==> src/rtl/lvt_wr_sched.sv <==
// Write scheduler for the 2R/4W LVT RAM: per-lane FIFOs, same-address heads serialised by lane order.
// Optional collision counter is built only when WSCHED_COLL_CNT_EN is defined.

module lvt_wr_sched_lane #(
  parameter int AW    = 11,
  parameter int DW    = 32,
  parameter int DEPTH = 4
) (
  input  logic          clk,
  input  logic          rst,
  input  logic          in_valid,
  output logic          in_ready,
  input  logic [AW-1:0] in_addr,
  input  logic [DW-1:0] in_data,
  input  logic          issue,
  output logic          empty,
  output logic [AW-1:0] head_addr,
  output logic [DW-1:0] head_data,
  output logic          w_enb,
  output logic [AW-1:0] w_addr,
  output logic [DW-1:0] w_din
);
  localparam int PW = $clog2(DEPTH);
  localparam int CW = PW + 1;

  logic [PW-1:0]                wr_ptr, rd_ptr;
  logic [CW-1:0]                cnt;
  logic [DEPTH-1:0][AW-1:0]     addr_mem;
  logic [DEPTH-1:0][DW-1:0]     data_mem;
  logic                         push, pop;

  // Full is judged on the registered count only, so a same-cycle pop never frees a slot.
  assign in_ready  = (cnt != CW'(DEPTH));
  assign empty     = (cnt == '0);
  assign push      = in_valid & in_ready;
  assign pop       = issue & ~empty;
  assign head_addr = addr_mem[rd_ptr];
  assign head_data = data_mem[rd_ptr];

  always_ff @(posedge clk) begin
    if (push) begin
      addr_mem[wr_ptr] <= in_addr;
      data_mem[wr_ptr] <= in_data;
    end
  end

  always_ff @(posedge clk or posedge rst) begin
    if (rst) begin
      wr_ptr <= '0;
      rd_ptr <= '0;
      cnt    <= '0;
      w_enb  <= 1'b0;
      w_addr <= '0;
      w_din  <= '0;
    end else begin
      if (push) wr_ptr <= wr_ptr + PW'(1);
      if (pop)  rd_ptr <= rd_ptr + PW'(1);
      cnt   <= cnt + CW'(push) - CW'(pop);
      w_enb <= pop;
      if (pop) begin
        w_addr <= head_addr;
        w_din  <= head_data;
      end
    end
  end
endmodule

module lvt_wr_sched #(
  parameter int BLOCKSIZE  = 10,
  parameter int FIFO_DEPTH = 4,
  parameter int DATA_W     = 32
) (
  input  logic                 clk,
  input  logic                 rst,
  input  logic                 in_valid_1,
  input  logic                 in_valid_2,
  input  logic                 in_valid_3,
  input  logic                 in_valid_4,
  output logic                 in_ready_1,
  output logic                 in_ready_2,
  output logic                 in_ready_3,
  output logic                 in_ready_4,
  input  logic [BLOCKSIZE:0]   in_addr_1,
  input  logic [BLOCKSIZE:0]   in_addr_2,
  input  logic [BLOCKSIZE:0]   in_addr_3,
  input  logic [BLOCKSIZE:0]   in_addr_4,
  input  logic [DATA_W-1:0]    in_data_1,
  input  logic [DATA_W-1:0]    in_data_2,
  input  logic [DATA_W-1:0]    in_data_3,
  input  logic [DATA_W-1:0]    in_data_4,
  output logic                 w_enb_1,
  output logic                 w_enb_2,
  output logic                 w_enb_3,
  output logic                 w_enb_4,
  output logic [BLOCKSIZE:0]   w_addr_1,
  output logic [BLOCKSIZE:0]   w_addr_2,
  output logic [BLOCKSIZE:0]   w_addr_3,
  output logic [BLOCKSIZE:0]   w_addr_4,
  output logic [DATA_W-1:0]    w_din_1,
  output logic [DATA_W-1:0]    w_din_2,
  output logic [DATA_W-1:0]    w_din_3,
  output logic [DATA_W-1:0]    w_din_4,
  output logic                 idle
`ifdef WSCHED_COLL_CNT_EN
  ,
  output logic [15:0]          coll_cnt
`endif
);
  localparam int NUM_LANES = 4;
  localparam int AW        = BLOCKSIZE + 1;

  logic [NUM_LANES-1:0]             vld, rdy, empty, blk, issue, enb;
  logic [NUM_LANES-1:0][AW-1:0]     addr, head_addr, waddr;
  logic [NUM_LANES-1:0][DATA_W-1:0] data, head_data, wdin;

  assign vld  = {in_valid_4, in_valid_3, in_valid_2, in_valid_1};
  assign addr = {in_addr_4, in_addr_3, in_addr_2, in_addr_1};
  assign data = {in_data_4, in_data_3, in_data_2, in_data_1};

  assign {in_ready_4, in_ready_3, in_ready_2, in_ready_1} = rdy;
  assign {w_enb_4, w_enb_3, w_enb_2, w_enb_1}             = enb;
  assign {w_addr_4, w_addr_3, w_addr_2, w_addr_1}         = waddr;
  assign {w_din_4, w_din_3, w_din_2, w_din_1}             = wdin;

  for (genvar k = 0; k < NUM_LANES; k++) begin : g_lane
    lvt_wr_sched_lane #(.AW(AW), .DW(DATA_W), .DEPTH(FIFO_DEPTH)) u_lane (
      .clk      (clk),
      .rst      (rst),
      .in_valid (vld[k]),
      .in_ready (rdy[k]),
      .in_addr  (addr[k]),
      .in_data  (data[k]),
      .issue    (issue[k]),
      .empty    (empty[k]),
      .head_addr(head_addr[k]),
      .head_data(head_data[k]),
      .w_enb    (enb[k]),
      .w_addr   (waddr[k]),
      .w_din    (wdin[k])
    );
  end

  // A head is held back by any eligible lower lane with the same address, even one itself blocked.
  always_comb begin
    blk = '0;
    for (int k = 1; k < NUM_LANES; k++)
      for (int j = 0; j < k; j++)
        if (!empty[j] && head_addr[j] == head_addr[k]) blk[k] = 1'b1;
  end

  assign issue = ~empty & ~blk;
  assign idle  = (&empty) & ~(|enb);

`ifdef WSCHED_COLL_CNT_EN
  logic [2:0]  nblk;
  logic [16:0] coll_sum;

  always_comb begin
    nblk = '0;
    for (int k = 0; k < NUM_LANES; k++)
      if (!empty[k] && blk[k]) nblk = nblk + 3'd1;
  end

  assign coll_sum = {1'b0, coll_cnt} + 17'(nblk);

  always_ff @(posedge clk or posedge rst) begin
    if (rst) coll_cnt <= '0;
    else     coll_cnt <= coll_sum[16] ? 16'hFFFF : coll_sum[15:0];
  end
`endif
endmodule

==> config.mk <==
export PLATFORM = sky130hd
export DESIGN_NAME = lvt_wr_sched
export DESIGN_NICKNAME = d
export VERILOG_FILES = /design/src/rtl/lvt_wr_sched.sv
export SDC_FILE = /design/constraint.sdc
export NUM_CORES = 1
export LEC_CHECK = 0
export CAP_MARGIN = 40
export CORE_MARGIN = 2
export CORE_UTILIZATION = 61
export DETAILED_ROUTE_END_ITERATION = 10
export GPL_TIMING_DRIVEN = 0
export PLACE_DENSITY = 0.85
export SLEW_MARGIN = 20
export SYNTH_ARGS = -nofsm -noshare
export SYNTH_HDL_FRONTEND = slang
export SYNTH_SLANG_ARGS = --single-unit
==> constraint.sdc <==
create_clock -name clk -period 12.5 [get_ports clk]
set_input_delay 2.5 -clock clk [delete_from_list [all_inputs] [get_ports clk]]
set_output_delay 2.5 -clock clk [all_outputs]
set_load 0.005 [all_outputs]
==> summary.md <==
| Metric | Value |
|---|---|
| WP buf/inv | `4` |
| Placer Congestion | `slightly below 0.8` |
| Vias | `16,699` |
| Worst Max-Slew Pin Slew | `approximately 830 ps` |
| Syn_nets | `~1,800` |
| Drt initial violations | `1,078` |
| Post-layout min period | `5860 ps` |
| DRC violations left | `0` |
| VDD IR max | `0.000157 V` |
| Vias in the first global route | `around 18,000` |
| Initial antenna violation count | `11` |
| Total grt overflow | `0` |
| Simple-gate share of the synthesized area | `2.63%` |
| Placed Cells | `2,675` |
| Status | `finished clean` |
| DP Area | `slightly below 0.04 sq mm` |
| H-Tree Depth | `3` |
| Cells after Synth | `between 1,500 and 2,000` |
| Post-CTS Hold Buffers | `0` |
| Largest family of logic cells by synthesized area | `multiplexers` |
| Gr usage total | `26.2%` |
| ANT nets after route | `0` |
| Critical path type | `reg -> out` |
| Final Hold Vio Count | `0` |
| Starting Density | `between 60% and 70%` |
| Multiplexer share of the synthesized area | `16.2%` |
| Register bit total from synthesis | `892` |
| Clk pin slew, worst setup/hold paths | `about 60 ps` |
| HP Class | `reg -> reg` |
| Netlist Area Pre-Place | `0.0338 sq mm` |
| Slowest CP cell | `clkdlybuf4s50_1` |
| Largest net degree at the start of global routing | `78` |
| Final worst setup slack | `6640 ps` |
| Max-cap violation count | `0` |
| Slew HR | `44.5%` |
| Total wire length | `73,800 microns` |
| Startpoint Class | `flip-flop` |
| Clk Latency, worst-skew pair | `roughly 640 ps` |
| Max Slew Vio Count | `0` |
| Most frequent cells in the layout | `edfxtp_1 (688), clkdlybuf4s50_1 (358), dfrtp_1 (204), mux4_2 (172), nand2_1 (136)` |
| Most frequently used flop master after synthesis | `edfxtp_1` |
| Vias per inst | `between 5 and 6` |
| Post-Synth Adder-Cell Area | `1.13%` |
| Final nets | `between 2,000 and 2,500` |
| Clock Skew | `30.3 ps` |
| Largest stage delay on the critical path | `640 ps` |
| Final Power | `10.6 mW` |
| Pre-antenna DRT Iters | `5` |
| WP data arrival | `3360 ps` |
| R2R cell count | `15` |
| Post-synth cell types | `33` |
| CTS buffer count | `86` |
| EDFF count, synth | `688` |
| Commonest non-fill, non-tap cell in the layout | `edfxtp_1` |
| Sequential share of the synthesized area | `approximately 76%` |
| Synth top area share | `about three fifths` |
| IO buf count | `358` |
| Hold slack | `between 400 and 500 ps` |
| Setup Slack @ Placement | `7280 ps` |
| Area contributors post-synth | `edfxtp_1 (61%), dfrtp_1 (15%), mux4_2 (11%), mux2_1 (2.5%), mux2_4 (1.7%)` |
| Hold path cells | `2` |
| Die ar. | `0.0573 sq mm` |
| Synth warn | `0` |
| Clock Tree Root | `clkbuf_16` |
| Hpwl dp | `around 46,000 microns` |
| Routed len/inst | `25.9 microns` |
| Post-Layout Cell Count | `2,845` |
| Final Cell Area | `about 0.041 sq mm` |
| Cell chain of the critical path | `nor3_2 -> inv_1 -> clkbuf_1 -> buf_1 -> nor2_1 -> clkdlybuf4s50_1` |
| Pwr dens | `257 mW/mm^2` |
| Std-Cell Rows | `86` |
| Leak | `14.7 nW` |
| Share of post-route cells with drive strength above 1 | `19.5%` |
| Async S/R FF share, synth | `about 23%` |
| Critical path's top delay family | `buffers and inverters` |
| Period utilization | `46.9%` |
| Largest fanout on the critical path | `11` |
| First-pass GRT wire length | `110,000 microns` |
| Endpoints failing setup | `0` |
| RSZ-0062 raised after global routing | `false` |
| Setup crit end kind | `primary output` |
| PostCTS Resize Cnt | `0` |
| CP required | `10,000 ps` |
| Die width | `239 microns` |
| Dominant cell type by area after synthesis | `edfxtp_1` |
| Core Util, Final | `about 76%` |
| CTS Buffer Depth | `3` |
| CTS tree | `done` |
| Setup bufs post-CTS | `0` |
| Synth-to-layout area growth | `22.6%` |
| Synth Area in Compound Gates | `less than 1%` |
| Post-Synth XOR/XNOR Area | `2.23%` |
| Worst path depth | `6` |
| Io pins | `359` |
| Clock tree sinks | `892` |
| Syn_area_per_cell | `21.2 sq um` |
| Die Ht | `239 microns` |
| Setup TNS | `0 ps` |
| Fmax | `roughly 0.17 GHz` |
| Core box area | `0.0549 sq mm` |
## routing by layer
layer | track usage, % | part of all wire (%)
met5 | 0 | 0.068
met2 | 43.0 | 51
met3 | 6.49 | 6.9
met4 | 9.39 | 3.1
met1 | 34.7 | 39
## cell type report
| class | count | area (sq um) |
|---|---|---|
| Sequential cell | 892 | 25800 |
| Fill cell | 2989 | 13400 |
| Multi-Input combinational cell | 616 | 7620 |
| Timing Repair Buffer | 375 | 3790 |
| Clock buffer | 115 | 2290 |
| Tap cell | 704 | 881 |
| Clock inverter | 46 | 571 |
| Buffer | 61 | 385 |
| Inverter | 28 | 113 |
| Antenna cell | 8 | 20.0 |
## sequential cells by signal (all words and copies together) (netlist names)
register                count
g_lane.u_lane.data_mem    512
g_lane.u_lane.addr_mem    176
g_lane.u_lane.w_din       128
g_lane.u_lane.w_addr       44
g_lane.u_lane.cnt          12
g_lane.u_lane.rd_ptr        8
g_lane.u_lane.wr_ptr        8
g_lane.u_lane.w_enb         4
## worst register-to-register path, cell delays in order (launching register included)
cell and delay (ps):
dfrtp_1 330, buf_6 170, buf_6 200, mux4_2 620
xor2_1 200, nor4_1 350, nand3_1 210, nand3_2 340
buf_6 230, inv_1 80, ha_1 280, inv_1 40
ha_1 200, fa_1 410, xnor2_1 140, xnor2_1 120
## power by group
part / switching (mW) / leakage [nW] / internal [mW] / total, mW
registers: 0.320 / 8.68 / 4.06 / 4.38
logic: 1.77 / 4.67 / 1.87 / 3.64
clock network: 1.10 / 1.36 / 1.51 / 2.61
## cells in the mapped netlist, drive strengths merged, types with 17 or more instances
library cell,count
xor2,52
nand2,136
clkbuf,26
and3,17
xnor2,34
mux2,129
buf,35
edfxtp,688
mux4,172
ha,24
inv,28
dfrtp,204
## cell families (layout without fill, tap and decap cells)
| kind of cell | Yosys count | count (layout) |
|---|---|---|
| buffers and inverters | 89 | 625 |
| xor gates and xnor gates | 86 | 86 |
| adders and majority gates | 28 | 28 |
| muxes | 301 | 301 |
| DFF | 892 | 892 |
| and+or+nand+nor | 194 | 194 |
| AOI/OAI and AO/OA | 7 | 7 |
| other | 0 | 8 |
## worst paths after layout
| kind | from | endpoint | slack, ps |
|---|---|---|---|
| max in group asynchronous | rst | g_lane[0].u_lane.w_addr[0]$_DFFE_PP0N_ | 9360 |
| min in group asynchronous | rst | g_lane[2].u_lane.w_din[2]$_DFFE_PP0P_ | 2320 |
| setup / recovery | g_lane[0].u_lane.cnt[1]$_DFF_PP0_ | idle | 6640 |
| hold reg to reg | g_lane[0].u_lane.w_din[0]$_DFFE_PP0N_ | g_lane[0].u_lane.w_din[0]$_DFFE_PP0N_ | 470 |
| hold / removal | g_lane[0].u_lane.w_din[0]$_DFFE_PP0N_ | g_lane[0].u_lane.w_din[0]$_DFFE_PP0N_ | 470 |
| setup reg to reg | g_lane[3].u_lane.rd_ptr[0]$_DFFE_PP0P_ | g_lane[3].u_lane.cnt[2]$_DFF_PP0_ | 8480 |
No activity file was read; power rests on OpenSTA's default activity.
